===== src/rtl/uart_pkg.sv =====
// Shared UART/DTM definitions: framing bytes, command and address encodings,
// decoder states and the per-address write-length lookup.
package uart_pkg;

  localparam logic [7:0] HEADER = 8'h01;
  localparam logic [7:0] ESC    = 8'hA0;
  localparam int MAX_STB        = 6;

  typedef enum logic [2:0] {
    CMD_NOP       = 3'b000,
    CMD_READ      = 3'b001,
    CMD_CONT_READ = 3'b010,
    CMD_WRITE     = 3'b011,
    CMD_RESET     = 3'b111
  } cmd_e;

  typedef enum logic [4:0] {
    ADDR_IDCODE  = 5'h01,
    ADDR_DTMCS   = 5'h10,
    ADDR_DMI     = 5'h11,
    ADDR_STB0_CS = 5'h14,
    ADDR_STB0_D  = 5'h15
  } addr_e;

  typedef enum logic [2:0] {
    ST_IDLE,
    ST_CMD,
    ST_DATA,
    ST_ESC,
    ST_ISSUE
  } frame_state_e;

  // Strobe channel k owns the CS/D register pair starting at 5'h14.
  function automatic logic [4:0] stb_addr(input int k, input logic is_data);
    return 5'(20 + 2 * k + (is_data ? 1 : 0));
  endfunction

  function automatic int get_write_length(input logic [4:0] addr, input int num_stb,
                                          input int stb_dwidth);
    int len;
    len = 8;
    case (addr)
      ADDR_IDCODE, ADDR_DTMCS: len = 32;
      ADDR_DMI:                len = 41;
      default: begin
        // CS registers and unmapped addresses keep the 8-bit default.
        for (int k = 0; k < MAX_STB; k++) begin
          if (k < num_stb && addr == stb_addr(k, 1'b1)) len = stb_dwidth;
        end
      end
    endcase
    return len;
  endfunction

  function automatic logic esc_literal_ok(input logic [7:0] b);
    return (b == HEADER) || (b == ESC);
  endfunction

endpackage


===== src/rtl/dtm_esc_filter.sv =====
// Byte-stream unstuffer: passes bytes through unchanged and classifies each one
// relative to the escape context supplied by the frame FSM.
module dtm_esc_filter (
  input  logic [7:0] in_data,
  input  logic       in_valid,
  output logic       in_ready,
  input  logic       esc_pending,
  output logic [7:0] out_data,
  output logic       out_valid,
  input  logic       out_ready,
  output logic       is_esc,
  output logic       is_literal,
  output logic       is_header,
  output logic       bad_esc
);
  import uart_pkg::*;

  assign out_data   = in_data;
  assign out_valid  = in_valid;
  assign in_ready   = out_ready;

  assign is_esc     = !esc_pending && (in_data == ESC);
  assign is_header  = !esc_pending && (in_data == HEADER);
  assign is_literal = esc_pending && esc_literal_ok(in_data);
  assign bad_esc    = esc_pending && !esc_literal_ok(in_data);

endmodule


===== src/rtl/dtm_frame_decoder.sv =====
// Receive-side DTM frame decoder: parses HEADER-framed commands, unstuffs ESC
// sequences and presents one decoded command per frame on a valid/ready port.
module dtm_frame_decoder #(
  parameter int MAX_WLEN   = 64,
  parameter int NUM_STB    = 2,
  parameter int STB_DWIDTH = 32
) (
  input  logic                          clk_i,
  input  logic                          rst_i,
  input  logic [7:0]                    rx_data_i,
  input  logic                          rx_valid_i,
  output logic                          rx_ready_o,
  output logic                          cmd_valid_o,
  input  logic                          cmd_ready_i,
  output logic [2:0]                    cmd_o,
  output logic [4:0]                    addr_o,
  output logic [MAX_WLEN-1:0]           wdata_o,
  output logic [$clog2(MAX_WLEN+1)-1:0] wlen_o,
  output logic                          cont_read_o,
  output logic                          err_o
);
  import uart_pkg::*;

  localparam int LW     = $clog2(MAX_WLEN + 1);
  localparam int NBYTES = (MAX_WLEN + 7) / 8;
  localparam int BCW    = $clog2(NBYTES + 1);

  if (MAX_WLEN < 41) begin : g_chk_wlen
    $error("dtm_frame_decoder: MAX_WLEN must be at least 41");
  end
  if (MAX_WLEN < STB_DWIDTH) begin : g_chk_stb_width
    $error("dtm_frame_decoder: STB_DWIDTH must not exceed MAX_WLEN");
  end
  if (NUM_STB < 1 || NUM_STB > 6) begin : g_chk_num_stb
    $error("dtm_frame_decoder: NUM_STB must be in 1..6");
  end

  frame_state_e        state;
  logic [BCW-1:0]      byte_cnt;
  logic [BCW-1:0]      byte_last;
  logic [MAX_WLEN-1:0] wmask;

  logic [7:0] f_data;
  logic       f_valid, f_ready;
  logic       f_is_esc, f_is_lit, f_is_hdr, f_bad;

  dtm_esc_filter u_esc_filter (
    .in_data     (rx_data_i),
    .in_valid    (rx_valid_i),
    .in_ready    (f_ready),
    .esc_pending (state == ST_ESC),
    .out_data    (f_data),
    .out_valid   (f_valid),
    .out_ready   (rx_ready_o),
    .is_esc      (f_is_esc),
    .is_literal  (f_is_lit),
    .is_header   (f_is_hdr),
    .bad_esc     (f_bad)
  );

  logic                byte_acc;
  logic [2:0]          rx_cmd;
  logic [4:0]          rx_addr;
  int                  lk_len;
  logic [MAX_WLEN-1:0] lk_mask;
  logic [MAX_WLEN-1:0] byte_word;
  logic                store_byte;

  assign byte_acc  = f_valid && f_ready;
  assign rx_cmd    = f_data[7:5];
  assign rx_addr   = f_data[4:0];
  assign byte_word = {{(MAX_WLEN-8){1'b0}}, f_data} << {byte_cnt, 3'b000};
  assign store_byte = byte_acc &&
                      (((state == ST_DATA) && !f_is_esc && !f_is_hdr) ||
                       ((state == ST_ESC) && f_is_lit));

  // Length and bit mask of the write payload addressed by the current cmd byte.
  always_comb begin
    lk_len  = get_write_length(rx_addr, NUM_STB, STB_DWIDTH);
    lk_mask = '0;
    for (int i = 0; i < MAX_WLEN; i++) lk_mask[i] = (i < lk_len);
  end

  always_ff @(posedge clk_i or posedge rst_i) begin
    if (rst_i) begin
      state       <= ST_IDLE;
      rx_ready_o  <= 1'b1;
      cmd_valid_o <= 1'b0;
      cmd_o       <= '0;
      addr_o      <= '0;
      wdata_o     <= '0;
      wlen_o      <= '0;
      cont_read_o <= 1'b0;
      err_o       <= 1'b0;
      byte_cnt    <= '0;
      byte_last   <= '0;
      wmask       <= '0;
    end else begin
      err_o <= 1'b0;
      case (state)
        ST_IDLE: begin
          if (byte_acc && f_is_hdr) begin
            state       <= ST_CMD;
            wdata_o     <= '0;
            cont_read_o <= 1'b0;
          end
        end
        ST_CMD: begin
          if (byte_acc) begin
            if (f_is_hdr) begin
              wdata_o <= '0;
            end else begin
              cmd_o  <= rx_cmd;
              addr_o <= rx_addr;
              case (rx_cmd)
                CMD_NOP: state <= ST_IDLE;
                CMD_READ, CMD_CONT_READ, CMD_RESET: begin
                  state       <= ST_ISSUE;
                  wlen_o      <= '0;
                  cmd_valid_o <= 1'b1;
                  rx_ready_o  <= 1'b0;
                end
                CMD_WRITE: begin
                  state     <= ST_DATA;
                  wlen_o    <= LW'(lk_len);
                  wmask     <= lk_mask;
                  byte_cnt  <= '0;
                  byte_last <= BCW'((lk_len + 7) / 8 - 1);
                end
                default: begin
                  err_o <= 1'b1;
                  state <= ST_IDLE;
                end
              endcase
            end
          end
        end
        ST_DATA: begin
          if (byte_acc && f_is_esc) begin
            state <= ST_ESC;
          end else if (byte_acc && f_is_hdr) begin
            // An unescaped HEADER aborts the payload and opens a new frame.
            err_o       <= 1'b1;
            state       <= ST_CMD;
            wdata_o     <= '0;
            cont_read_o <= 1'b0;
          end
        end
        ST_ESC: begin
          if (byte_acc && f_bad) begin
            err_o <= 1'b1;
            state <= ST_IDLE;
          end
        end
        ST_ISSUE: begin
          if (cmd_ready_i) begin
            state       <= ST_IDLE;
            cmd_valid_o <= 1'b0;
            rx_ready_o  <= 1'b1;
            if (cmd_o == CMD_CONT_READ) cont_read_o <= 1'b1;
          end
        end
        default: state <= ST_IDLE;
      endcase

      if (store_byte) begin
        wdata_o <= wdata_o | (byte_word & wmask);
        if (byte_cnt == byte_last) begin
          state       <= ST_ISSUE;
          cmd_valid_o <= 1'b1;
          rx_ready_o  <= 1'b0;
        end else begin
          byte_cnt <= byte_cnt + 1'b1;
          state    <= ST_DATA;
        end
      end
    end
  end

endmodule


===== config.mk =====
export PLATFORM = sky130hd
export DESIGN_NAME = dtm_frame_decoder
export DESIGN_NICKNAME = d
export VERILOG_FILES = /design/src/rtl/uart_pkg.sv /design/src/rtl/dtm_esc_filter.sv /design/src/rtl/dtm_frame_decoder.sv
export SDC_FILE = /design/constraint.sdc
export NUM_CORES = 1
export LEC_CHECK = 0
export BUFFER_PORTS_ARGS = -buffer_cell sky130_fd_sc_hd__buf_2
export CORE_ASPECT_RATIO = 0.75
export CORE_MARGIN = 2
export CORE_UTILIZATION = 50
export DETAILED_ROUTE_END_ITERATION = 16
export PLACE_DENSITY = 0.77
export SETUP_SLACK_MARGIN = 0.3
export SLEW_MARGIN = 5
export SYNTH_ARGS = -nofsm -noshare
export SYNTH_HDL_FRONTEND = slang
export SYNTH_HIERARCHICAL = 1
export SYNTH_SLANG_ARGS = --single-unit

===== constraint.sdc =====
create_clock -name clk_i -period 7 [get_ports clk_i]
set_clock_uncertainty 0.1 [all_clocks]
set_input_delay 0.7 -clock clk_i [delete_from_list [all_inputs] [get_ports clk_i]]
set_output_delay 0.7 -clock clk_i [all_outputs]
set_load 0.05 [all_outputs]

==> impl_metrics.toml, run 1 <==
[cts]
insertion_delay_ps = 350
clkTransAtPathRegs_ps = 80
postCtsSetupBuffers = 0
hold_buffers = 0
cts_buffer_depth = 2
cts_max_level = 3
cts_root_buf = "clkbuf_8"
cts_buffers = 9
cts_tree = "done"
cts_resized = 0
cts_num_sinks = 70

[grt]
grt_pass1_wl_mm = 12.0
grt_pass1_vias = 2251
track_usage = 0.211
grt_max_degree = 71
antenna_found_initial = 0
grt-ovfl-total = 0

[layout]
final_common_cell = "dfrtp_1"
nNetsFinal = 364
drive_above_1_share = 0.258
num-fill-cells = 596
layout_common_cells = "dfrtp_1, buf_2, conb_1"
antennaDiodeCount = 0
syn_to_final_growth_pct = 11.0

[critical_path]
critPathCaptureType = "flop"
cp_max_fo = 14
worstSetupPathType = "input pin to flop"
cp_cell_sequence = "buf_2, or4_4, or2_1, nor3_1, nor2_1, nand4b_1, nor3_1, a21o_1"
critPathLaunchType = "input pin"
path_delay_family = "simple AND/OR/NAND/NOR gates"
cp.arrival_ps = 3440
slowest_stage = "nor3_1"
path_common_cell = "nor3_1"
worst-path-buf-inv = 1
worst_path_largest_cell_delay_ps = 630
cp_data_required_time_ps = 7130

[route]
drc = 0
dr_total_vias = 2498
wl_mm = 7.75
postRouteAntennaNets = 0
avgViaCountPerCell = 5.68
dr.pass1.iters = 5
wl_per_cell_um = 17.6
drtIter0Drc = 168

[timing]
maxSlewViolCount = 0
fin_tns_setup_ps = 0
slew_headroom = 0.426
setup_violations = 0
max_freq_mhz = 302
rsz0062_at_grt = "false"
worstMarginPinSlew_ps = 860
timing.hold.ws_ps = 370
fin_crit_ps = 3310
hold_viol = 0
period_share = 0.473

[floorplan]
die_h_um = 75.8
die_w_um = 99.8
coreArea_mm2 = 0.00673
pin_count = 95
die_area_mm2 = 0.00756
num_rows = 26
start_util = 0.511

[logic_synthesis]
yosysTopAreaCell = "dfrtp_1"
synthTopCellsByArea = "dfrtp_1, buf_4, a22o_1"
synth_edf_count = 0
yosysWarnings = 6
synth_cell_type_count = 57
synth.avg_cell_area_um2 = 11.2
seq_area_frac_synth = 0.510
synthFlopType = "dfrtp_1"
synth_top_area_frac = 0.502
syn_inst = 307
synth_area_mm2 = 0.00344
async_flop_share = 1.00
synth-seq-cells = 70

[placed_design]
port_buffers = 67
gp_congestion = 0.860
place_hpwl_mm = 5.38

[pwr]
p_leak_nw = 2.05
ir_worst_vdd_uv = 130
power_density_mw_per_mm2 = 223

[flow_run]
drv_cap = 0

[min_path]
min_path_type = "flop to flop"

[outcome]
status = "finished clean"
-- kinds of logic after synthesis --
| family | Yosys count | share of synthesized area |
|---|---|---|
| XOR/XNOR | 5 | 0.0127 |
| multiplexers | 11 | 0.0349 |
| AO/OA/AOI/OAI | 72 | 0.171 |
| other | 1 | 0.00109 |
| buffers and inverters | 66 | 0.121 |
| adder cells (fa/ha/maj) | 2 | 0.00655 |
| flip-flops | 70 | 0.510 |
| AND/OR/NAND/NOR | 80 | 0.143 |
-- flip-flops by register name, summed over array words and instances (netlist names), 3 cells and up --
register / count
wdata_o: 41
addr_o: 5
byte_cnt: 4
wmask: 4
byte_last: 3
cmd_o: 3
state: 3
wlen_o: 3
-- worst register-to-register path, stage by stage (launching register included) --
cell and delay [ps]:
dfrtp_1 600, nor2b_1 320, and2_1 220, and2_1 170, and2b_1 250, nor4_4 680, and3_1 450, a22o_1 190
-- area by class of cell --
type	instances	area [um^2]	share of cell area
Inverter	4	15.0	0.00394
Timing Repair Buffer	69	350	0.0918
Clock inverter	5	82.6	0.0216
Sequential cell	70	1750	0.459
Clock buffer	11	141	0.0371
Multi-Input combinational cell	197	1370	0.358
Tap cell	84	105	0.0276
-- cells in the mapped netlist, drive strengths merged (4+ instances only) --
cell	instances
nand3	8
nor2	9
a32o	17
o21ai	7
nor2b	4
buf	54
a21oi	4
a22o	21
and2	7
nand2	13
dfrtp	69
a21o	7
mux2	8
and3	4
clkbuf	8
xnor2	5
inv	4
nor3	8
-- metal layers --
metal  vias up  wire length [um]  global-route usage
li1       1147                 -                   -
met1      1238              3750               0.314
met2       107              3380               0.300
met3         6               544              0.0688
met4         0                72              0.0502
met5         -                 0                   0
-- path summary, 6_finish.rpt --
kind / cells past startpoint / slack [ps] / start / endpoint
setup / recovery: 8 / 3690 / rx_data_i[3] / byte_last[0]
hold / removal: 1 / 370 / wmask[0] / wmask[0]
setup reg to reg: 7 / 3980 / state[0] / wdata_o[26]
hold reg to reg: 1 / 370 / wmask[0] / wmask[0]
max in group asynchronous: 3 / 5730 / rst_i / byte_last[3]
min in group asynchronous: 3 / 490 / rst_i / cmd_valid_o
-- power breakdown --
part,internal (mW),total [mW],switching [mW]
clock network,0.211,0.366,0.155
registers,0.407,0.410,0.00257
logic,0.00968,0.0741,0.0644
total,0.628,0.850,0.222
-- through the flow --
stage / instances / instance area (um^2) / power, mW / util / worst slack (ps)
after floorplan: 333 / 3540 / 0.494 / - / 4010
after global placement: 424 / 3590 / 0.491 / 0.533 / 3460
after detailed placement: 424 / 3590 / 0.492 / 0.533 / 3410
after CTS: 440 / 3810 / 0.856 / 0.567 / 3770
after global routing: 440 / 3810 / 0.880 / 0.567 / 3510
final: 440 / 3810 / 0.850 / 0.567 / 3690
No activity file was read; power rests on OpenSTA's default activity.
==> run 2, diff against run 1 <==
Clock period 7 ns to 3.45 ns, I/O delays scaled along.
==> run 2 against run 1 <==
Die area is the same. Worst hold slack got worse by 260 ps. Sequential power grew 100%. Register-to-register slack lost 3300 ps. Design area grew 1.7%. Sequential share of layout area fell by 0.77 points. Routed wire length up 1.1%. Critical path depth did not move.
==> impl_metrics.toml, run 2 (synthesis gave the netlist of run 1 again) <==
[grt]
antenna_found_initial = 0
track_usage = 0.220
grt_max_degree = 71
grt_pass1_wl_mm = 12.4
grt-ovfl-total = 0
grt_pass1_vias = 2341

[layout]
seq_area_mm2 = 0.00175
drive_above_1_share = 0.273
syn_to_final_growth_pct = 12.8
largest_reg_flops = 41
largest-register = "wdata_o"
num-fill-cells = 581
reg_top3 = "wdata_o: 41 flops, addr_o: 5 flops"
antennaDiodeCount = 0
layout_common_cells = "dfrtp_1, buf_2, conb_1"
final_common_cell = "dfrtp_1"
nNetsFinal = 370
multi_input_area_mm2 = 0.00137
finish.utilization = 0.576
fin_cells = 446

[placed_design]
place_hpwl_mm = 5.41
gp_congestion = 0.835
dpl.cell_count = 430
port_buffers = 67

[cts]
clkTransAtPathRegs_ps = 80
cts_max_level = 3
hold_buffers = 0
cts_buffer_depth = 2
postCtsSetupBuffers = 0
cts_root_buf = "clkbuf_8"
cts_resized = 0
cts_tree = "done"
cts_buffers = 9
insertion_delay_ps = 360
cts_num_sinks = 70

[critical_path]
worst-path-buf-inv = 1
critPathLaunchType = "input pin"
critPathCaptureType = "flop"
slowest_stage = "nor4_4"
path_delay_family = "simple AND/OR/NAND/NOR gates"
worstSetupPathType = "input pin to flop"
cp_data_required_time_ps = 3650
cp_max_fo = 11
cp_cell_sequence = "buf_2, or4_4, a211oi_1, and2_1, and2b_1, nor4_4, and3_1, a22o_1"
worst_path_largest_cell_delay_ps = 610
cp.arrival_ps = 2940

[timing]
worstMarginPinSlew_ps = 850
period_share = 0.794
fin_crit_ps = 2740
hold_viol = 0
slew_headroom = 0.434
max_freq_mhz = 365
maxSlewViolCount = 0
rsz0062_at_grt = "false"
fin_tns_setup_ps = 0
setup_violations = 0

[pwr]
p_leak_nw = 2.09
power_density_mw_per_mm2 = 462
ir_worst_vdd_uv = 257

[floorplan]
start_util = 0.511
num_rows = 26
coreArea_mm2 = 0.00673
pin_count = 95
die_w_um = 99.8
die_area_mm2 = 0.00756
die_h_um = 75.8

[flow_run]
drv_cap = 0

[outcome]
status = "finished clean"

[route]
postRouteAntennaNets = 0
wl_mm = 7.83
avgViaCountPerCell = 5.67
dr_total_vias = 2530
drtIter0Drc = 106
dr.pass1.iters = 5
wl_per_cell_um = 17.6
drc = 0

[min_path]
min_path_type = "input pin to flop"
[run 2: where the power goes]
group / switching [mW] / internal [mW]
combinational: 0.130 / 0.0206
clock: 0.329 / 0.484
sequential: 0.00532 / 0.826
[run 2: metrics by stage]
stage                     power, mW  hold slack [ps]  setup slack (ps)  cell area, um^2
after global routing           1.86              102               537             3880
after detailed placement      0.998              361               349             3640
after CTS                      1.81             95.7               728             3880
after global placement        0.996              344               443             3640
after floorplan                1.00              325               817             3540
final                          1.79              107               709             3880
[run 2: cell type report]
cell class	count	share of cell area
Sequential cell	70	0.452
Clock buffer	9	0.0319
Clock inverter	7	0.0310
Inverter	4	0.00387
Timing Repair Buffer	75	0.102
Multi-Input combinational cell	197	0.352
Tap cell	84	0.0271
[run 2: per-layer routing]
layer | track usage | share of wire
met1 | 0.320 | 0.47
met2 | 0.320 | 0.45
met3 | 0.0706 | 0.070
met4 | 0.0639 | 0.0089
met5 | 0 | 0
[run 2: worst paths after layout]
kind	start	to	slack (ps)	cells after the start
max reg2reg	state[2]	wdata_o[28]	720	8
max	rx_data_i[3]	wdata_o[28]	710	8
min in group asynchronous	rst_i	state[0]	130	3
max in group asynchronous	rst_i	byte_last[3]	2560	3
min reg2reg	wmask[31]	wmask[31]	370	1
min	cmd_ready_i	state[2]	110	2
==> run 3, diff against run 2 <==
Clock period 3.45 ns to 2.9 ns, I/O delays scaled along.
==> run 3 against run 2 <==
Die area stayed put. Combinational power is 25% higher. Sequential share of layout area is 1.2 points lower. Routed wire length is 1.4% higher. Clock-buffer cell count stayed put. Largest power group is now the clock network.
==> impl_metrics.toml, run 3 (synthesis gave the netlist of run 1 again) <==
[layout]
layout_common_cells = "dfrtp_1, buf_2, conb_1"
largest_reg_flops = 41
drive_above_1_share = 0.295
reg_top3 = "wdata_o: 41 flops, addr_o: 5 flops"
multi_input_area_mm2 = 0.00137
final_common_cell = "dfrtp_1"
largest-register = "wdata_o"
syn_to_final_growth_pct = 16.0
num-fill-cells = 556
antennaDiodeCount = 0
seq_area_mm2 = 0.00175
nNetsFinal = 381

[critical_path]
critPathLaunchType = "flop"
worstSetupPathType = "flop to flop"
r2r_start = "state[2]"
cp_max_fo = 12
reg2reg_depth = 9
cp_data_required_time_ps = 3040
r2r_end = "wlen_o[5]"
rrSetupSlack_ps = 610
cp-endpoint = "wlen_o[5]"
cp.arrival_ps = 2430
critPathLaunch = "state[2]"
critPathCaptureType = "flop"

[floorplan]
die_h_um = 75.8
die_w_um = 99.8
pin_count = 95
coreArea_mm2 = 0.00673
num_rows = 26
die_area_mm2 = 0.00756
start_util = 0.511

[pwr]
p_leak_nw = 2.16
power_density_mw_per_mm2 = 559
ir_worst_vdd_uv = 352

[cts]
cts_buffer_depth = 2
cts_num_sinks = 70
cts_buffers = 9
insertion_delay_ps = 360
clkTransAtPathRegs_ps = 80
cts_max_level = 3
cts_tree = "done"
cts_root_buf = "clkbuf_8"
cts_resized = 0

[grt]
grt-ovfl-total = 0
track_usage = 0.220
grt_pass1_vias = 2325
grt_max_degree = 71
antenna_found_initial = 0
grt_pass1_wl_mm = 12.4

[placed_design]
place_worst_setup_slack_ps = -79.0
gp_congestion = 0.853
port_buffers = 67
place_hpwl_mm = 5.56

[timing]
slew_headroom = 0.427
maxSlewViolCount = 0
timing.final.ws_setup_ps = 614
fin_crit_ps = 2290
period_share = 0.788
worstMarginPinSlew_ps = 860
setup_violations = 0
hold_viol = 0
rsz0062_at_grt = "false"
timing.hold.ws_ps = 58.9
max_freq_mhz = 437

[route]
postRouteAntennaNets = 0
avgViaCountPerCell = 5.61
wl_mm = 7.94
dr_total_vias = 2566
drc = 0
wl_per_cell_um = 17.4
dr.pass1.iters = 4
drtIter0Drc = 162

[outcome]
status = "finished clean"

[min_path]
min_path_type = "input pin to flop"

[flow_run]
drv_cap = 0
-- run 3: cell count changes in the layout (fill, tap and decap cells not counted), sizes merged --
cell / delta
buf: +11
inv: -1
bufinv: +1
-- run 3: stage by stage --
step / total power [mW] / instance area [um^2] / cells / utilization / TNS (ps)
2_1_floorplan: 1.19 / 3540 / 333 / - / 0
3_5_place_dp: 1.20 / 3710 / 440 / 0.551 / -568
3_3_place_gp: 1.19 / 3710 / 440 / 0.551 / -239
6_report: 2.23 / 3990 / 457 / 0.592 / 0
4_1_cts: 2.25 / 3980 / 456 / 0.591 / 0
5_1_grt: 2.31 / 3990 / 457 / 0.592 / 0
-- run 3: where the power goes --
part           internal [mW]  switching [mW]
clock                  0.662           0.391
sequential             0.983         0.00581
combinational         0.0302           0.158
total                   1.68           0.555
-- run 3: timing repair --
action,CTS,global route
pin swaps,1,1
setup endpoints to repair,8,8
hold buffers,0,0
setup buffers,0,1
cloned,0,0
-- run 3: worst min-delay path by stage --
stage	startpoint	end	depth (start not counted)	slack (ps)
final	cmd_ready_i	state[2]	2	60
after global routing	cmd_ready_i	state[2]	2	70
after CTS	cmd_ready_i	state[2]	2	50
after detailed placement	wmask[0]	wmask[0]	1	350
after global placement	wmask[0]	wmask[0]	1	340
after floorplan	cmd_ready_i	state[2]	1	290
-- run 3: area by class of cell --
| class | instances | area share |
|---|---|---|
| sequential | 70 | 0.440 |
| tap | 84 | 0.0264 |
| inverter | 4 | 0.00377 |
| clock buffer | 9 | 0.0311 |
| timing repair buffer | 86 | 0.120 |
| multi-input combinational | 197 | 0.343 |
| clock inverter | 7 | 0.0364 |
-- run 3: critical path, cell delays in order, from the launching register on --
cell and delay (ps):
dfrtp_1 430, nor2b_1 160, and2_1 220, nor3_1 90
buf_4 170, nor2_1 220, nand4_1 130, buf_4 200
nand2b_1 240, a21o_1 210
-- run 3: per-layer routing --
layer / GRT usage / wire length (um) / share of wire
met1: 0.328 / 3720 / 0.47
met2: 0.316 / 3550 / 0.45
met3: 0.0578 / 578 / 0.073
met4: 0.0685 / 96 / 0.012
met5: 0 / 0 / 0
